--- config.mk ---
export PLATFORM = sky130hd
export DESIGN_NAME = return_stack_flat
export DESIGN_NICKNAME = d
export VERILOG_FILES = /design/src/rtl/return_stack_if.sv /design/src/rtl/return_stack.sv /design/src/flat_wrapper.sv
export SDC_FILE = /design/constraint.sdc
export NUM_CORES = 1
export LEC_CHECK = 0
export ABC_AREA = 1
export BUFFER_PORTS_ARGS = -buffer_cell sky130_fd_sc_hd__buf_2
export CORE_MARGIN = 5
export CORE_UTILIZATION = 43
export DETAILED_ROUTE_END_ITERATION = 10
export PLACE_DENSITY = 0.67
export SYNTH_ARGS = -nofsm -noshare
export SYNTH_HDL_FRONTEND = slang
export SYNTH_SLANG_ARGS = --single-unit
--- constraint.sdc ---
create_clock -name clk -period 2.75 [get_ports clk]
set_clock_uncertainty 0.2 [all_clocks]
set_input_delay 0.1375 -clock clk [delete_from_list [all_inputs] [get_ports clk]]
set_output_delay 0.1375 -clock clk [all_outputs]
set_load 0.01 [all_outputs]
--- src/rtl/return_stack_if.sv ---
// Return-stack control/status bundle between the control unit and the stack.
//   push, pop, push_data, clr_err  : control unit -> stack
//   from_stack, empty, full, count : stack -> PC select / control unit
//   overflow, underflow            : sticky error status
interface return_stack_if #(
  parameter int unsigned WIDTH = 10,
  parameter int unsigned PTR_W = 3
);
  logic             push;
  logic             pop;
  logic [WIDTH-1:0] push_data;
  logic             clr_err;
  logic [WIDTH-1:0] from_stack;
  logic             empty;
  logic             full;
  logic [PTR_W:0]   count;
  logic             overflow;
  logic             underflow;

  modport master (
    output push, pop, push_data, clr_err,
    input  from_stack, empty, full, count, overflow, underflow
  );

  modport slave (
    input  push, pop, push_data, clr_err,
    output from_stack, empty, full, count, overflow, underflow
  );
endinterface

--- src/rtl/return_stack.sv ---
// Hardware LIFO of return addresses. The top entry is presented
// combinationally on from_stack so the PC can load it on the same edge
// that pops it.
//   clk  : system clock, rising edge
//   rst  : asynchronous reset, active high
//   bus  : return_stack_if.slave (push/pop/push_data/clr_err in,
//          from_stack/empty/full/count/overflow/underflow out)
module return_stack #(
  parameter int unsigned WIDTH = 10,
  parameter int unsigned DEPTH = 8,
  parameter int unsigned PTR_W = 3
) (
  input  logic          clk,
  input  logic          rst,
  return_stack_if.slave bus
);

  localparam int unsigned CW = PTR_W + 1;

  logic [WIDTH-1:0] mem [DEPTH];
  logic [CW-1:0]    count;
  logic [CW-1:0]    count_n;
  logic             overflow;
  logic             underflow;
  logic             ovf_set;
  logic             unf_set;
  logic             we;
  logic [PTR_W-1:0] wr_idx;
  logic [PTR_W-1:0] top_idx;
  logic             empty_c;
  logic             full_c;

  assign empty_c = (count == CW'(0));
  assign full_c  = (count == CW'(DEPTH));
  // Wraps to all-ones when empty; harmless because the read is gated below.
  assign top_idx = PTR_W'(count - CW'(1));

  // Next count, write strobe and error events for this cycle.
  always_comb begin
    count_n = count;
    we      = 1'b0;
    wr_idx  = top_idx;
    ovf_set = 1'b0;
    unf_set = 1'b0;
    case ({bus.push, bus.pop})
      2'b10: begin
        if (full_c) begin
          ovf_set = 1'b1;
        end else begin
          we      = 1'b1;
          wr_idx  = PTR_W'(count);
          count_n = count + CW'(1);
        end
      end
      2'b01: begin
        if (empty_c) begin
          unf_set = 1'b1;
        end else begin
          count_n = count - CW'(1);
        end
      end
      2'b11: begin
        we = 1'b1;
        if (empty_c) begin
          // Nothing to replace: behaves as a push but still flags the pop.
          wr_idx  = '0;
          count_n = CW'(1);
          unf_set = 1'b1;
        end
      end
      default: begin
      end
    endcase
  end

  // Count and sticky flags; an error event beats a same-cycle clear.
  always_ff @(posedge clk or posedge rst) begin
    if (rst) begin
      count     <= '0;
      overflow  <= 1'b0;
      underflow <= 1'b0;
    end else begin
      count     <= count_n;
      overflow  <= ovf_set | (overflow  & ~bus.clr_err);
      underflow <= unf_set | (underflow & ~bus.clr_err);
    end
  end

  // Storage array, not reset; writes are blocked while reset is held.
  always_ff @(posedge clk) begin
    if (!rst && we) begin
      mem[wr_idx] <= bus.push_data;
    end
  end

  assign bus.from_stack = empty_c ? '0 : mem[top_idx];
  assign bus.empty      = empty_c;
  assign bus.full       = full_c;
  assign bus.count      = count;
  assign bus.overflow   = overflow;
  assign bus.underflow  = underflow;

endmodule
--- src/flat_wrapper.sv ---
// flat-port wrapper written by rule: the top's interface ports become plain ports
module return_stack_flat 
#(
  parameter int unsigned WIDTH = 10,
  parameter int unsigned DEPTH = 8,
  parameter int unsigned PTR_W = 3
)
  (clk, rst, bus_push, bus_pop, bus_push_data, bus_clr_err, bus_from_stack, bus_empty, bus_full, bus_count, bus_overflow, bus_underflow);
  return_stack_if #(.WIDTH(WIDTH), .PTR_W(PTR_W)) bus_i ();
  input  logic clk;
  input  logic rst;
  input wire logic [$bits(bus_i.push)-1:0] bus_push;
  input wire logic [$bits(bus_i.pop)-1:0] bus_pop;
  input wire logic [$bits(bus_i.push_data)-1:0] bus_push_data;
  input wire logic [$bits(bus_i.clr_err)-1:0] bus_clr_err;
  output wire logic [$bits(bus_i.from_stack)-1:0] bus_from_stack;
  output wire logic [$bits(bus_i.empty)-1:0] bus_empty;
  output wire logic [$bits(bus_i.full)-1:0] bus_full;
  output wire logic [$bits(bus_i.count)-1:0] bus_count;
  output wire logic [$bits(bus_i.overflow)-1:0] bus_overflow;
  output wire logic [$bits(bus_i.underflow)-1:0] bus_underflow;
  assign bus_i.push = bus_push;
  assign bus_i.pop = bus_pop;
  assign bus_i.push_data = bus_push_data;
  assign bus_i.clr_err = bus_clr_err;
  assign bus_from_stack = bus_i.from_stack;
  assign bus_empty = bus_i.empty;
  assign bus_full = bus_i.full;
  assign bus_count = bus_i.count;
  assign bus_overflow = bus_i.overflow;
  assign bus_underflow = bus_i.underflow;
  return_stack #(.WIDTH(WIDTH), .DEPTH(DEPTH), .PTR_W(PTR_W)) u_core (.clk(clk), .rst(rst), .bus(bus_i));
endmodule
# Yosys cells after proc, flatten, opt, wreduce, memory -nomap -nowiden
# Memories as Yosys holds them, arrays and structs flattened.
# Index checks and enable logic that the tools add are counted.
dict set report classes {
  n_addsub 2
  eq_ne 7
  n_mux 16
  n_bitwise 5
  n_reduce_logical 6
}
# cell count
set ops {}
lappend ops {{$mux W4} 3}
lappend ops {{$pmux W4 S3} 1}
lappend ops {{$mux W10} 1}
lappend ops {{$mux W1} 7}
lappend ops {{$mux W3} 2}
lappend ops {{$pmux W3 S2} 1}
lappend ops {{$add A4 B1 Y4 const B} 1}
lappend ops {{$eq A2 B2 Y1 const B} 2}
lappend ops {{$eq A4 B4 Y1 const B} 1}
lappend ops {{$logic_not A4 Y1} 1}
lappend ops {{$ne A2 B2 Y1 const B} 2}
lappend ops {{$reduce_and A4 Y1} 1}
lappend ops {{$sub A4 B1 Y4 const B} 1}
lappend ops {{$reduce_bool A3 Y1} 1}
lappend ops {{$and A1 B1 Y1} 2}
lappend ops {{$eq A2 B1 Y1 const B} 1}
lappend ops {{$ne A2 B1 Y1 const B} 1}
lappend ops {{$or A1 B1 Y1} 2}
lappend ops {{$pmux W1 S2} 1}
lappend ops {{$reduce_or A2 Y1} 1}
lappend ops {{$logic_and A1 B1 Y1} 1}
lappend ops {{$logic_not A1 Y1} 1}
lappend ops {{$not A1 Y1} 1}
dict set report totals {
  register_bits 6
  mem_bits_rw 80
  inputBits 15
  output_inout_bits 18
  word_cells 40
  n_memories 1
}
# name words width rd rd_ports_with_merged_regs wr line_no
set memory_table {}
lappend memory_table {u_core.mem 8 10 1 0 1 return_stack.sv:20} ;# logic [WIDTH-1:0] mem [DEPTH];

# Depth between registers and ports, before layout
# Gate-level depths: netlist (run 1).
dict set report depth {
  word_depth 6
  depth_mapped 12
  mapped_depth_nobuf 10
}

# Least setup slack after synthesis (run 1)
# Ideal clock, no wire load.
dict set report synth_timing {
  kind {reg2reg}
  from {reg u_core.count[0] (netlist: u_core.bus.count[0])}
  to {mem u_core.mem[2][0] (enable)}
  setup_time_ps 376
  t_arrival_ps 2096
  required_time_ps 2174
  path_slack_ps 77
  stages_incl_launch_ff 10
  path_buffers 4
  synth_period_minus_slack_ps 2673
  path_cell_list {dfrtp_1 > buf_4 > inv_2 > buf_4 > ha_1 > buf_4 > clkbuf_1 > a21oi_1 > nand2_1 > nor2_1}
}
dict set report synth_via {
  elab_chain_len 6
  word_cells_on_any_way 11
  classes_between {add/sub (1); eq/ne (1); mux (7); reduce/logical (2)}
}
# item line_no
set synth_rtl {}
lappend synth_rtl {{start, declared} return_stack.sv:21} ;# logic [CW-1:0] count;
lappend synth_rtl {{start signal, assigned} return_stack.sv:83} ;# count <= count_n;
lappend synth_rtl {{$eq A4 B4 Y1} return_stack.sv:34} ;# assign full_c = (count == CW'(DEPTH));
lappend synth_rtl {{$mux W1} return_stack.sv:47} ;# if (full_c) begin
lappend synth_rtl {{$pmux W1 S2} return_stack.sv:45} ;# case ({bus.push, bus.pop})
lappend synth_rtl {{$logic_and A1 B1 Y1} return_stack.sv:91} ;# if (!rst && we) begin
lappend synth_rtl {{$mux W1} return_stack.sv:91}
lappend synth_rtl {{$mux W1 (not written as such)} return_stack.sv:92} ;# mem[wr_idx] <= bus.push_data;
lappend synth_rtl {{end, declared} return_stack.sv:20}
# Several ways; a longest one is shown, not always the timed one.

# Worst setup path after layout (run 1)
dict set report layout_timing {
  from {reg u_core.count[1] (netlist: u_core.bus.count[1])}
  to {out bus_from_stack[0]}
}
dict set report layout_via {
  elab_chain_len 3
  word_cells_on_any_way 4
  classes_between {add/sub (1); mux (1); reduce/logical (1); memory (1)}
}
# item line_no
set layout_rtl {}
lappend layout_rtl {{$sub A4 B1 Y4} return_stack.sv:36} ;# assign top_idx = PTR_W'(count - CW'(1));
lappend layout_rtl {{$mem_v2 Z8 W10} n/a}
lappend layout_rtl {{$mux W10 *} return_stack.sv:96} ;# assign bus.from_stack = empty_c ? '0 : mem[top_idx];
lappend layout_rtl {{end, declared} flat_wrapper.sv:16} ;# output wire logic [$bits(bus_i.from_stack)-1:0] bus_from_stack;
# Every way passes the cells marked *; elsewhere a longest branch is shown, timed or not.

==> results of run 1 <==
## stage by stage
stage / worst slack (ns) / util (%) / area (sq um) / power [mW] / hold slack, ns
global route: 0.0126 / 52.2 / 4510 / 5.53 / 0.0801
floorplan: 0.0774 / - / 3780 / 3.31 / -0.263
CTS: 0.0719 / 52.1 / 4500 / 5.15 / 0.0573
finish: 0.171 / 52.2 / 4510 / 5.13 / 0.0549
detailed placement: 0.475 / 47.5 / 4100 / 4.05 / -0.109
global placement: 0.482 / 47.5 / 4100 / 4.02 / -0.116
## logic make-up after synthesis
kind of cell,Yosys count
and+or+nand+nor,142
adders and majority gates,3
AOI/OAI and AO/OA,77
buffers and inverters,36
DFF,86
## worst max-delay path by stage
stage                                          startpoint                         end
after floorplan           u_core.bus.count[0]$_DFFE_PP0P_  u_core.mem[2][0]$_DFFE_PP_
after global placement    u_core.bus.count[1]$_DFFE_PP0P_           bus_from_stack[4]
after detailed placement  u_core.bus.count[1]$_DFFE_PP0P_           bus_from_stack[4]
after CTS                 u_core.bus.count[1]$_DFFE_PP0P_           bus_from_stack[4]
after global routing      u_core.bus.count[1]$_DFFE_PP0P_           bus_from_stack[0]
final                     u_core.bus.count[1]$_DFFE_PP0P_           bus_from_stack[0]
## sequential cells by signal, summed over array words and instances, names as in the netlist
signal	flops
u_core.mem	80
u_core.bus.count	4
u_core.bus.overflow	1
u_core.bus.underflow	1
## power breakdown
part	leakage, nW	switching, mW	internal, mW
logic	0.802	1.59	0.840
clock network	0.123	0.450	0.613
registers	0.800	0.0674	1.57
total	1.72	2.11	3.02
## area by class of cell
| cell class | count | area share (%) |
|---|---|---|
| Multi-Input combinational cell | 222 | 23.4 |
| Inverter | 19 | 1.67 |
| Clock inverter | 6 | 2.64 |
| Timing Repair Buffer | 64 | 9.71 |
| Sequential cell | 86 | 56.6 |
| Timing Repair inverter | 1 | 0.111 |
| Tap cell | 108 | 3.00 |
| Clock buffer | 10 | 2.83 |
## placed cells by master (no fill, tap or decap), drive strengths merged, types with 6 or more instances in the layout
cell type and n:
buf 49, dfrtp 6, o211ai 10, clkbuf 10, edfxtp 80, o21ai 50
dlygate4sd3 15, nor2 84, nand3 8, inv 19, o22ai 11, nand2 48
## Yosys cell counts
cell type   n
nor2_1     82
edfxtp_1   80
o21ai_0    45
nand2_1    44
inv_1      14
o22ai_1    11
o211ai_1   10
buf_2       6
dfrtp_1     6
nand3_1     6
buf_4       5
clkbuf_1    5
inv_2       5
a21oi_1     4
o21ai_1     4
ha_1        3
nand2_2     3
nand3_2     2
nand4_1     2
a21oi_2     1
buf_6       1
nand2_4     1
nor2_2      1
nor2_4      1
o21ai_2     1
o2bb2ai_1   1
## timing repair
item                                    CTS  global route
gates resized for setup                   0             1
endpoints found under the setup margin    0             8
endpoints found under the hold margin    90             0
hold buffers                             15             0
## routing by layer
layer	wire length, microns	GRT usage [%]
met1	3650	21.7
met2	3900	24.6
met3	667	4.42
met4	102	3.89
met5	0	0
## critical path: cells and delay by family, from the launching register on
family	cells	cell delay [ns]
and+or+nand+nor	4	0.35
adders and majority gates	1	0.27
DFF	1	0.43
buffers and inverters	5	0.70
AOI/OAI and AO/OA	1	0.14
==> flow_summary_export.csv, run 1 <==
group,metric,value,unit
clocking,clockBufferDepth,2,
routing,first_pass_iters,4,
synthesis,synth_mux_area_share,0,%
cells_and_area,final_nets,421,
setup_path,reg2reg_slack,0.48,ns
floorplan,die_area,10800,sq um
setup_path,reg2reg_depth,9,
setup_path,path_max_fanout,20,
setup_path,endpoint_kind,"output port",
floorplan,pin_count,33,
floorplan,die_x,104,microns
clocking,cts-root-buf,"clkbuf_8",
routing,viasPerCell,5.31,
setup_path,timing.rr.start,"u_core.bus.count[1]$_DFFE_PP0P_",
placement,dp_cells,484,
synthesis,synth_top_area_share,63.6,%
synthesis,synth_cell_types,26,
routing,drc,0,
setup_path,crit_chain,"inv_1 > ha_1 > inv_1 > nand2_1 > nand2_1 > inv_1 > buf_4 > o211ai_1 > nand2_1 > nor2_1 > buf_2",
clocking,numCtsBuffers,9,
clocking,cts_tree,"built",
floorplan,core-area,8640,sq um
setup_path,cp.arrival,2.24,ns
clocking,htreeDepth,3,
floorplan,start_util,43.7,%
routing,wire_per_inst,16.1,microns
clocking,clk_latency,0.35,ns
power,p_per_area,1140,nW/um^2
floorplan,dieHeight,104,microns
grt,grt_max_degree,45,
grt,grt_antenna_before_repair,0,
clocking,cts_setup_buffers,0,
cells_and_area,antenna_cells,0,
synthesis,synth-simple-area-share,15.4,%
synthesis,synth-compound-area-share,11.5,%
cells_and_area,area_delta_synth_final,19.3,%
power,leakage,1.72,nW
sta,fin_crit_sh,93.8,%
sta,setup_tns,0,ns
grt,track_usage,15.7,%
cells_and_area,seq_area,2550,sq um
hold_path,min_path_type,"input port to asynchronous set/reset pin",
sta,rsz0062_at_grt,"no",
synthesis,synth.net_count,362,
synthesis,yosysSeqAreaShare,67.6,%
synthesis,ys_warn_count,0,
run,drv_cap,0,
placement,port_buffers,32,
routing,vias,2738,
sta,fin_crit,2.58,ns
clocking,clock_sinks,86,
setup_path,crit_type,"register to output port",
placement,place_hpwl,5360,microns
grt,gr-total-overflow,0,
synthesis,synth_seq_cells,86,
clocking,clk_pin_slew_worst_paths,0.08,ns
setup_path,regToRegEndpoint,"u_core.mem[7][9]$_DFFE_PP_",
placement,gp_congestion,0.875,
sta,hold_viol,0,
sta,maxSlewViolCount,0,
setup_path,slowest_delay,0.43,ns
setup_path,crit_slowest_cell,"dfrtp_1",
sta,worstMarginPinSlew,0.441,ns
cells_and_area,layout-drive-gt1-share,19.9,%
synthesis,syn_avg_cell_area,11.0,sq um
synthesis,synth_top_family_by_area,"simple AND/OR/NAND/NOR gates",
sta,max_slew_margin,70.6,%
grt,grt_pass1_vias,2655,
synthesis,synthCells,344,
cells_and_area,multi_input_area,1060,sq um
synthesis,syn_area,3780,sq um
grt,grt_pass1_wl,13600,microns
sta,finalSetupViolations,0,
sta,fmax,388,MHz
setup_path,cp.required,2.41,ns
cells_and_area,final.fill_count,750,
routing,ant_nets,0,
cells_and_area,stdcell_count,516,
setup_path,cp-start-kind,"register",
status,outcome,"finished, final reports clean",
synthesis,synth_area_leaders,"edfxtp_1, nor2_1, o21ai_0, nand2_1, dfrtp_1",
routing,drt_iter0_drc,193,
floorplan,rows,34,
synthesis,synth-adder-area-share,0.994,%
synthesis,yosys.area_share.xor_xnor,0,%
synthesis,synth_top_cell_by_area,"edfxtp_1",
routing,totalWireLength,8320,microns
power,peakVddDrop,0.551,mV
Power figures use the tool's default switching activity.
==> run 2, diff against run 1 <==
Settings changed: ABC_AREA 1 to not set.
==> flow_summary_export.csv, run 2 <==
group,metric,value,unit
setup_path,cp.required,2.61,ns
grt,gr-total-overflow,0,
synthesis,synth_cell_types,38,
clocking,htreeDepth,3,
clocking,cts_tree,"built",
clocking,clk_latency,0.35,ns
setup_path,reg2reg_slack,0.13,ns
grt,grt_pass1_wl,12500,microns
cells_and_area,area_delta_synth_final,22.3,%
cells_and_area,finish.utilization,54.6,%
power,leakage,1.63,nW
cells_and_area,stdcell_count,393,
synthesis,synth_edf_count,80,
floorplan,die_x,103,microns
sta,worstMarginPinSlew,0.487,ns
placement,detailed_place.area,4160,sq um
clocking,clock_sinks,86,
synthesis,syn_area,3710,sq um
setup_path,cp-start-kind,"register",
sta,fin_crit_sh,95.2,%
synthesis,synthCells,221,
synthesis,synth_seq_cells,86,
routing,vias,2215,
placement,place_hpwl,5000,microns
synthesis,synth.net_count,239,
placement,dp_cells,364,
cells_and_area,largest_register,"u_core.mem",
cells_and_area,reg.largest.list,"u_core.mem x80, u_core.bus.count x4",
power,peakVddDrop,0.385,mV
synthesis,synth_area_leaders,"edfxtp_1, mux4_2, dfrtp_1, nand2_1, a21oi_1",
power,power.total,4.74,mW
clocking,clockBufferDepth,2,
sta,holdWs,0.0149,ns
grt,grt_pass1_vias,2268,
power,p_per_area,1050,nW/um^2
routing,drc,0,
grt,grt_antenna_before_repair,0,
synthesis,synthFlopType,"edfxtp_1",
floorplan,core-area,8300,sq um
hold_path,min_to,"u_core.bus.count[0]$_DFFE_PP0P_",
clocking,clk_pin_slew_worst_paths,0.08,ns
synthesis,synth.most_common_cell,"edfxtp_1",
cells_and_area,stdcell_area,4530,sq um
cells_and_area,final_nets,302,
setup_path,cp.arrival,2.48,ns
setup_path,reg2reg_depth,7,
routing,viasPerCell,5.64,
placement,port_buffers,32,
clocking,cts-root-buf,"clkbuf_8",
floorplan,die_area,10600,sq um
routing,routed.top_layer,"met4",
floorplan,rows,33,
hold_path,hold_depth,3,
placement,post-place-ws,0.0699,ns
cells_and_area,antenna_cells,0,
synthesis,syn_avg_cell_area,16.8,sq um
setup_path,crit_type,"register to register",
setup_path,endpoint_kind,"register",
sta,setup_tns,0,ns
routing,totalWireLength,7770,microns
routing,wl_met3,384,microns
run,drv_cap,0,
cells_and_area,final_cell_mix,"edfxtp_1, buf_2, nand2_1, mux4_2, buf_4",
clocking,numCtsBuffers,9,
setup_path,timing.rr.start,"u_core.bus.count[0]$_DFFE_PP0P_",
cells_and_area,largest_register_ffs,80,
sta,rsz0062_at_grt,"no",
setup_path,path_max_fanout,6,
sta,finalSetupViolations,0,
setup_path,regToRegEndpoint,"u_core.mem[1][7]$_DFFE_PP_",
routing,first_pass_iters,5,
synthesis,ys_async_sr_fraction,6.98,%
sta,hold_viol,0,
floorplan,start_util,44.7,%
sta,maxSlewViolCount,0,
floorplan,pin_count,33,
status,outcome,"finished, final reports clean",
grt,track_usage,16.4,%
clocking,postCtsResizedCells,0,
routing,wl_met2,3910,microns
sta,fin_crit,2.62,ns
synthesis,yosysSeqAreaShare,68.9,%
hold_path,min-delay-start,"bus_pop",
sta,setup_ws,0.131,ns
sta,fmax,382,MHz
routing,drt_iter0_drc,95,
synthesis,synthTopCellsByCount,"edfxtp_1, nand2_1, mux4_2, a21oi_1, nor3_1",
hold_path,min_path_type,"input port to register",
synthesis,synth_top_cell_by_area,"edfxtp_1",
placement,gp_congestion,0.865,
floorplan,dieHeight,103,microns
synthesis,ys_warn_count,0,
sta,max_slew_margin,67.1,%
routing,wire_per_inst,19.8,microns
grt,grt_max_degree,26,
cells_and_area,layout-drive-gt1-share,36.1,%
synthesis,synth_top_area_share,64.8,%
cells_and_area,mostFrequentLayoutCell,"edfxtp_1",
routing,ant_nets,0,
routing,wl_met1,3350,microns
[run 2: layout make-up]
class                      instances  area, sq um
fill                             661         3770
sequential                        86         2550
multi-input combinational        115         1150
timing repair buffer              64          445
tap                              105          131
clock buffer                       9          124
clock inverter                     6         93.8
inverter                           8         30.0
[run 2: worst max-delay path by stage]
| stage | start | end | depth (start not counted) |
|---|---|---|---|
| finish | u_core.bus.count[0]$_DFFE_PP0P_ | u_core.mem[1][7]$_DFFE_PP_ | 7 |
| detailed placement | u_core.bus.count[0]$_DFFE_PP0P_ | u_core.mem[4][6]$_DFFE_PP_ | 6 |
| CTS | u_core.bus.count[0]$_DFFE_PP0P_ | u_core.mem[4][0]$_DFFE_PP_ | 6 |
| floorplan | u_core.bus.count[0]$_DFFE_PP0P_ | u_core.mem[3][0]$_DFFE_PP_ | 9 |
| global placement | u_core.bus.count[0]$_DFFE_PP0P_ | u_core.mem[4][5]$_DFFE_PP_ | 6 |
| global route | u_core.bus.count[0]$_DFFE_PP0P_ | u_core.mem[2][5]$_DFFE_PP_ | 7 |
[run 2: power breakdown]
group	internal, mW	total (mW)	switching (mW)
clock	0.514	0.968	0.453
sequential	1.57	1.62	0.0546
combinational	0.928	2.15	1.23
[run 2: metal layers]
layer / up-vias / global-route usage (%)
met5: - / 0
li1: 1003 / -
met2: 64 / 26.6
met1: 1135 / 22.2
met4: 0 / 6.37
met3: 13 / 2.98
[run 2: repair_timing]
item                       4_1_cts  5_1_grt
hold buffers                    13        0
hold endpoints to repair        88        0
setup buffers                    0        1
setup endpoints to repair        0       10
[run 2: worst max-delay path: stages, from the launching register on]
cell     delay, ns
dfrtp_1       0.40
inv_2         0.08
ha_1          0.24
and3b_1       0.21
or3_4         0.35
a31o_1        0.35
nor3_4        0.28
buf_4         0.22
[run 2: cell families (layout without fill, tap and decap cells)]
| family | Yosys count | after routing | synth area share [%] |
|---|---|---|---|
| compound gates | 39 | 39 | 7.16 |
| xor+xnor | 2 | 2 | 0.473 |
| fa+ha+maj | 3 | 3 | 1.01 |
| buf+inv | 20 | 87 | 2.53 |
| flops | 86 | 86 | 68.9 |
| mux | 21 | 21 | 12.4 |
| simple gates | 50 | 50 | 7.53 |
